--- src/rtl/imm_extend_unit_pkg.sv ---
// Shared definitions for the immediate-extension unit.
//   imm_src_t    : 2-bit immediate-type code produced by the decoder
//   IMM_I/S/B/J  : encodings of imm_src_t
//   imm_entry_t  : one buffered result (extended immediate plus its type)
package imm_extend_unit_pkg;

  typedef logic [1:0] imm_src_t;

  localparam imm_src_t IMM_I = 2'b00;
  localparam imm_src_t IMM_S = 2'b01;
  localparam imm_src_t IMM_B = 2'b10;
  localparam imm_src_t IMM_J = 2'b11;

  typedef struct packed {
    logic [31:0] ext;
    imm_src_t    kind;
  } imm_entry_t;

endpackage

--- src/rtl/imm_extend_unit_if.sv ---
// Bundle of the upstream and downstream handshakes of imm_extend_unit.
//   in_valid/in_ready/instr/imm_src        : upstream instruction stream
//   out_valid/out_ready/imm_ext/imm_kind   : downstream immediate stream
// Modports:
//   master : the environment (drives instructions, consumes immediates)
//   slave  : the imm_extend_unit itself
interface imm_extend_unit_if;
  import imm_extend_unit_pkg::*;

  logic        in_valid;
  logic        in_ready;
  logic [31:0] instr;
  imm_src_t    imm_src;
  logic        out_valid;
  logic        out_ready;
  logic [31:0] imm_ext;
  imm_src_t    imm_kind;

  modport master (
    output in_valid, instr, imm_src, out_ready,
    input  in_ready, out_valid, imm_ext, imm_kind
  );

  modport slave (
    input  in_valid, instr, imm_src, out_ready,
    output in_ready, out_valid, imm_ext, imm_kind
  );

endinterface

--- src/rtl/imm_extend_unit_imm_gen.sv ---
// Combinational RV32 immediate generator.
//   instr_i   : raw instruction word
//   imm_src_i : immediate type (I, S, B, J)
//   imm_ext_o : sign-extended 32-bit immediate
module imm_gen
  import imm_extend_unit_pkg::*;
(
  input  logic [31:0] instr_i,
  input  imm_src_t    imm_src_i,
  output logic [31:0] imm_ext_o
);

  always_comb begin
    imm_ext_o = '0;
    unique case (imm_src_i)
      IMM_I: imm_ext_o = {{20{instr_i[31]}}, instr_i[31:20]};
      IMM_S: imm_ext_o = {{20{instr_i[31]}}, instr_i[31:25], instr_i[11:7]};
      IMM_B: imm_ext_o = {{19{instr_i[31]}}, instr_i[31], instr_i[7], instr_i[30:25],
                          instr_i[11:8], 1'b0};
      IMM_J: imm_ext_o = {{11{instr_i[31]}}, instr_i[31], instr_i[19:12], instr_i[20],
                          instr_i[30:21], 1'b0};
    endcase
  end

endmodule

--- src/rtl/imm_extend_unit.sv ---
// Immediate-extension unit: extends the immediate of each accepted instruction
// and queues the result in a small circular FIFO for the downstream consumer.
//   clk, rst_n : clock and asynchronous active-low reset
//   bus        : imm_extend_unit_if.slave (upstream and downstream handshakes)
//   imm_count  : number of accepted entries, saturating at 0xFFFF
//                (present only when IMM_EXTEND_STATS_EN is defined)
// DEPTH must be a power of two, 2 or greater.
module imm_extend_unit
  import imm_extend_unit_pkg::*;
#(
  parameter int unsigned DEPTH = 2
) (
  input  logic               clk,
  input  logic               rst_n,
  imm_extend_unit_if.slave   bus
`ifdef IMM_EXTEND_STATS_EN
  ,
  output logic [15:0]        imm_count
`endif
);

  localparam int unsigned PtrW = $clog2(DEPTH);
  localparam int unsigned CntW = $clog2(DEPTH + 1);

  logic [PtrW-1:0] wptr_q, wptr_d;
  logic [PtrW-1:0] rptr_q, rptr_d;
  logic [CntW-1:0] cnt_q, cnt_d;
  imm_entry_t      mem_q [DEPTH];
  imm_entry_t      mem_d [DEPTH];

  logic        push;
  logic        pop;
  logic [31:0] gen_ext;

  // Flags come from registered occupancy only, so no input reaches them
  // combinationally.
  assign bus.in_ready  = (cnt_q != CntW'(DEPTH));
  assign bus.out_valid = (cnt_q != '0);

  assign push = bus.in_valid  & bus.in_ready;
  assign pop  = bus.out_valid & bus.out_ready;

  imm_gen u_imm_gen (
    .instr_i   (bus.instr),
    .imm_src_i (bus.imm_src),
    .imm_ext_o (gen_ext)
  );

  always_comb begin
    mem_d  = mem_q;
    wptr_d = wptr_q;
    rptr_d = rptr_q;
    cnt_d  = cnt_q;
    if (push) begin
      mem_d[wptr_q] = '{ext: gen_ext, kind: bus.imm_src};
      wptr_d        = wptr_q + PtrW'(1);
    end
    if (pop) begin
      rptr_d = rptr_q + PtrW'(1);
    end
    if (push && !pop) begin
      cnt_d = cnt_q + CntW'(1);
    end else if (pop && !push) begin
      cnt_d = cnt_q - CntW'(1);
    end
  end

  // Storage is cleared too so the head reads zero while in reset.
  always_ff @(posedge clk or negedge rst_n) begin
    if (!rst_n) begin
      wptr_q <= '0;
      rptr_q <= '0;
      cnt_q  <= '0;
      for (int i = 0; i < int'(DEPTH); i++) begin
        mem_q[i] <= '0;
      end
    end else begin
      wptr_q <= wptr_d;
      rptr_q <= rptr_d;
      cnt_q  <= cnt_d;
      mem_q  <= mem_d;
    end
  end

  assign bus.imm_ext  = mem_q[rptr_q].ext;
  assign bus.imm_kind = mem_q[rptr_q].kind;

`ifdef IMM_EXTEND_STATS_EN
  logic [15:0] imm_count_q, imm_count_d;

  always_comb begin
    imm_count_d = imm_count_q;
    if (push && (imm_count_q != 16'hFFFF)) begin
      imm_count_d = imm_count_q + 16'd1;
    end
  end

  always_ff @(posedge clk or negedge rst_n) begin
    if (!rst_n) begin
      imm_count_q <= '0;
    end else begin
      imm_count_q <= imm_count_d;
    end
  end

  assign imm_count = imm_count_q;
`endif

endmodule

--- src/flat_wrapper.sv ---
// flat-port wrapper written by rule: the top's interface ports become plain ports
module imm_extend_unit_flat import imm_extend_unit_pkg::*;
#(
  parameter int unsigned DEPTH = 2
)
  (clk, rst_n, bus_in_valid, bus_instr, bus_imm_src, bus_out_ready, bus_in_ready, bus_out_valid, bus_imm_ext, bus_imm_kind);
  imm_extend_unit_if bus_i ();
  input  logic clk;
  input  logic rst_n;
  input wire logic [$bits(bus_i.in_valid)-1:0] bus_in_valid;
  input wire logic [$bits(bus_i.instr)-1:0] bus_instr;
  input wire logic [$bits(bus_i.imm_src)-1:0] bus_imm_src;
  input wire logic [$bits(bus_i.out_ready)-1:0] bus_out_ready;
  output wire logic [$bits(bus_i.in_ready)-1:0] bus_in_ready;
  output wire logic [$bits(bus_i.out_valid)-1:0] bus_out_valid;
  output wire logic [$bits(bus_i.imm_ext)-1:0] bus_imm_ext;
  output wire logic [$bits(bus_i.imm_kind)-1:0] bus_imm_kind;
  assign bus_i.in_valid = bus_in_valid;
  assign bus_i.instr = bus_instr;
  assign bus_i.imm_src = bus_imm_src;
  assign bus_i.out_ready = bus_out_ready;
  assign bus_in_ready = bus_i.in_ready;
  assign bus_out_valid = bus_i.out_valid;
  assign bus_imm_ext = bus_i.imm_ext;
  assign bus_imm_kind = bus_i.imm_kind;
  imm_extend_unit #(.DEPTH(DEPTH)) u_core (.clk(clk), .rst_n(rst_n), .bus(bus_i));
endmodule
--- config.mk ---
export PLATFORM = sky130hd
export DESIGN_NAME = imm_extend_unit_flat
export DESIGN_NICKNAME = d
export VERILOG_FILES = /design/src/rtl/imm_extend_unit_pkg.sv /design/src/rtl/imm_extend_unit_if.sv /design/src/rtl/imm_extend_unit_imm_gen.sv /design/src/rtl/imm_extend_unit.sv /design/src/flat_wrapper.sv
export SDC_FILE = /design/constraint.sdc
export NUM_CORES = 1
export LEC_CHECK = 0
export CORE_AREA = 2 2 68 96
export DETAILED_ROUTE_END_ITERATION = 6
export DIE_AREA = 0 0 70 98
export PLACE_DENSITY = 0.8
export SETUP_SLACK_MARGIN = 0.4
export SYNTH_ARGS = -nofsm -noshare
export SYNTH_HDL_FRONTEND = slang
export SYNTH_SLANG_ARGS = --single-unit
--- constraint.sdc ---
create_clock -name clk -period 1.7 [get_ports clk]
set_clock_uncertainty 0.2 [all_clocks]
set_input_delay 0.34 -clock clk [delete_from_list [all_inputs] [get_ports clk]]
set_output_delay 0.34 -clock clk [all_outputs]
set_load 0.02 [all_outputs]
==> flow_summary_export.csv <==
group,metric,value,unit
outcome,status,"finished with violations",
logic_synthesis,syn_area,2540,µm²
logic_synthesis,synth-compound-area-share,3.55,%
logic_synthesis,synth-seq-cells,50,
timing,setup_ws,-0.320,ns
finish,final_area,4040,µm²
route,routed_via_density,5.01,
timing,rsz0062_at_grt,"yes",
floorplanning,placementRows,34,
logic_synthesis,synthMuxAreaShare,35.9,%
setup_path,critPathRequiredTime,1.16,ns
power,p_sw,3090,µW
finish,diodes,0,
route,dr.first_iter.drc_count,60,
finish,final_core_util,66.9,%
cts,clk_pin_slew,0.09,ns
floorplanning,placeableCoreArea,6040,µm²
outcome,violations,"negative setup slack",
job,max_cap_violations,0,
setup_path,start_kind,"flop",
setup_path,slowest_stage,"dfrtp_2",
cts,numCtsBuffers,5,
floorplanning,dieArea,6860,µm²
route,routed.top_layer,"met4",
grt,antenna_found_initial,0,
place,place_area,3570,µm²
floorplanning,die_w,70,µm
floorplanning,start_util,42.0,%
grt,grt_pass1_vias,1997,
logic_synthesis,synth-simple-area-share,1.82,%
route,dr_wl_met3,168,µm
place,dp_hpwl,3980,µm
timing,worst_pin_slew,0.365,ns
route,wirelength,6200,µm
logic_synthesis,synth_top_family_by_area,"multiplexers",
setup_path,cp_max_fo,8,
logic_synthesis,ys_warn_count,0,
logic_synthesis,yosys.cell_types.count,24,
logic_synthesis,syn-instance-count,178,
logic_synthesis,synth_fa_ha_area_share,0.493,%
cts,cts_root_buffer,"clkbuf_8",
setup_path,cp-end-kind,"output port",
route,ant_nets,0,
floorplanning,die_y,98,µm
logic_synthesis,synth_nets,217,
finish,final_cells,346,
logic_synthesis,synthXorXnorAreaFrac,2.07,%
power,p_leak,0.00188,µW
setup_path,path_class,"reg2out",
timing,final.period_utilization,119,%
timing,slew_headroom,75.5,%
grt,grt_first_pass_wirelength,10300,µm
setup_path,cp.arrival,1.48,ns
power,combPwrFrac,65.2,%
power,sw_frac_of_total,35.3,%
cts,clk-insertion-delay-late,0.31,ns
timing,finalCriticalPeriod,2.02,ns
route,dr.pass1.iters,3,
place,dp_cells,320,
power,ir_drop,1280,µV
power,p_int,5660,µW
power,p_clk_share,9.7,%
finish,finalNetCount,312,
finish,syn_to_final_growth,59.2,%
finish,drive_gt1_share,69.0,%
route,num_vias,1732,
route,drc,0,
cts,clockBufferDepth,2,
setup_path,cp_cell_sequence,"buf_12, buf_16, mux2_4, buf_6",
place,place.gp.congestion,0.702,
place,port_buffers,66,
cts,tritoncts,"built",
route,dr_wl_met2,3350,µm
floorplanning,ioPinCount,74,
cts,cts_sinks,50,
power,power_frac_seq,25.2,%
min_path,hp-class,"in2async",
timing,setup_violations,47,
setup_path,slowest_delay,0.46,ns
grt,grt-ovfl-total,0,
route,m1WireLength,2550,µm
logic_synthesis,ys_seq_area_share,49.3,%
timing,hold_viol,0,
power,p_per_area,2170,nW/µm²
cts,htree_num_levels,2,
logic_synthesis,syn_area_per_cell,14.3,µm²
grt,grt_use_total,19.4,%
finish,fill_cells,449,
grt,grt_start_max_net_pins,33,
route,wl_per_cell,17.9,µm
timing,maxSlewViolCount,0,
timing,max_freq,495,MHz
per-stage QoR:
stage	worst slack (ns)	hold WS (ns)	TNS, ns	total power (µW)
6_report	-0.320	0.276	-9.37	8750
3_5_place_dp	-0.479	0.119	-27.37	7170
2_1_floorplan	-0.0287	-0.156	-0.516	5610
3_3_place_gp	-0.487	0.108	-27.10	7070
4_1_cts	-0.313	0.316	-9.48	8700
5_1_grt	-0.362	0.301	-11.97	9190
critical path: cells and delay by family (launching register included):
family | cells | cell delay, ns
buf+inv | 3 | 0.41
flops | 1 | 0.46
mux | 1 | 0.30
path summary, 6_finish.rpt:
check	from	cells past startpoint	end	slack, ns
hold / removal	rst_n	2	u_core.mem_q[8]	0.28
min in group clk	u_core.mem_q[41]	1	u_core.mem_q[41]	0.31
setup / recovery	u_core.rptr_q	4	bus_imm_ext[17]	-0.32
setup reg to reg	u_core.cnt_q[1]	6	u_core.mem_q[0]	-0.04
max in group asynchronous	rst_n	3	u_core.rptr_q	0.55
hold reg to reg	u_core.mem_q[41]	1	u_core.mem_q[41]	0.31
cell usage after synthesis, drive strengths merged:
| master | n | area (µm²) |
|---|---|---|
| a21boi | 1 | 7.51 |
| a31o | 8 | 70.1 |
| and3 | 1 | 6.26 |
| buf | 20 | 150 |
| clkbuf | 3 | 11.3 |
| dfrtp | 50 | 1250 |
| ha | 1 | 12.5 |
| inv | 3 | 11.3 |
| mux2 | 72 | 882 |
| mux2i | 3 | 30.0 |
| nand2 | 2 | 7.51 |
| nand2b | 1 | 6.26 |
| nor2 | 3 | 11.3 |
| nor2b | 1 | 8.76 |
| o21ai | 1 | 5.00 |
| o31ai | 1 | 7.51 |
| or2 | 1 | 6.26 |
| xnor2 | 3 | 26.3 |
| xor2 | 3 | 26.3 |
power groups by stage:
stage               Combinational (µW)  Sequential, µW  Clock, µW
finish                            5700            2200        847
global route                      6000            2270        915
CTS                               5650            2190        868
detailed placement                5010            2160          0
global placement                  4940            2120          0
floorplan                         3560            2050          0
sequential cells by signal, summed over array words and instances (netlist names):
| register | cells |
|---|---|
| u_core.cnt_q | 2 |
| u_core.mem_q | 46 |
| u_core.rptr_q | 1 |
| u_core.wptr_q | 1 |
area by class of cell:
| cell class | instances | area [µm²] | share of cell area (%) |
|---|---|---|---|
| clock buffer | 5 | 68.8 | 1.70 |
| timing repair buffer | 110 | 1200 | 29.8 |
| tap | 72 | 90.1 | 2.23 |
| inverter | 3 | 16.3 | 0.403 |
| clock inverter | 3 | 40.0 | 0.991 |
| multi-input combinational | 103 | 1370 | 33.8 |
| sequential | 50 | 1250 | 31.0 |
cells in the final DEF, fill, tap and decap left out, drive strengths merged:
cell,count
buf,79
mux2,73
dfrtp,50
clkdlybuf4s50,25
a31o,8
clkbuf,6
xnor2,3
inv,3
mux2i,3
nor2,3
xor2,3
nand2,2
clkinv,2
clkdlybuf4s15,2
dlygate4sd2,2
nor2b,1
or2,1
nand2b,1
and3,1
a21boi,1
o21ai,1
o31ai,1
ha,1
bufinv,1
dlygate4sd3,1
timing repair:
action | 4_1_cts | 5_1_grt
setup buffers | 12 | 0
pin swaps | 5 | 3
endpoints found under the setup margin | 85 | 118
gates cloned | 5 | 0
hold buffers | 1 | 0
resized for setup | 223 | 10
endpoints found under the hold margin | 18 | 0
cell families (layout without fill, tap and decap cells):
kind of cell	count (synthesis)	in the layout
and+or+nand+nor	9	9
muxes	75	76
buffers and inverters	26	121
AOI/OAI and AO/OA	11	11
adders and majority gates	1	1
xor gates and xnor gates	6	6
DFF	50	50
per-layer routing:
metal	global-route usage, %	vias up
met2	33.8	43
met1	23.8	876
li1	-	803
met5	0	-
met3	2.58	10
met4	8.43	0
Power figures use the tool's default switching activity.
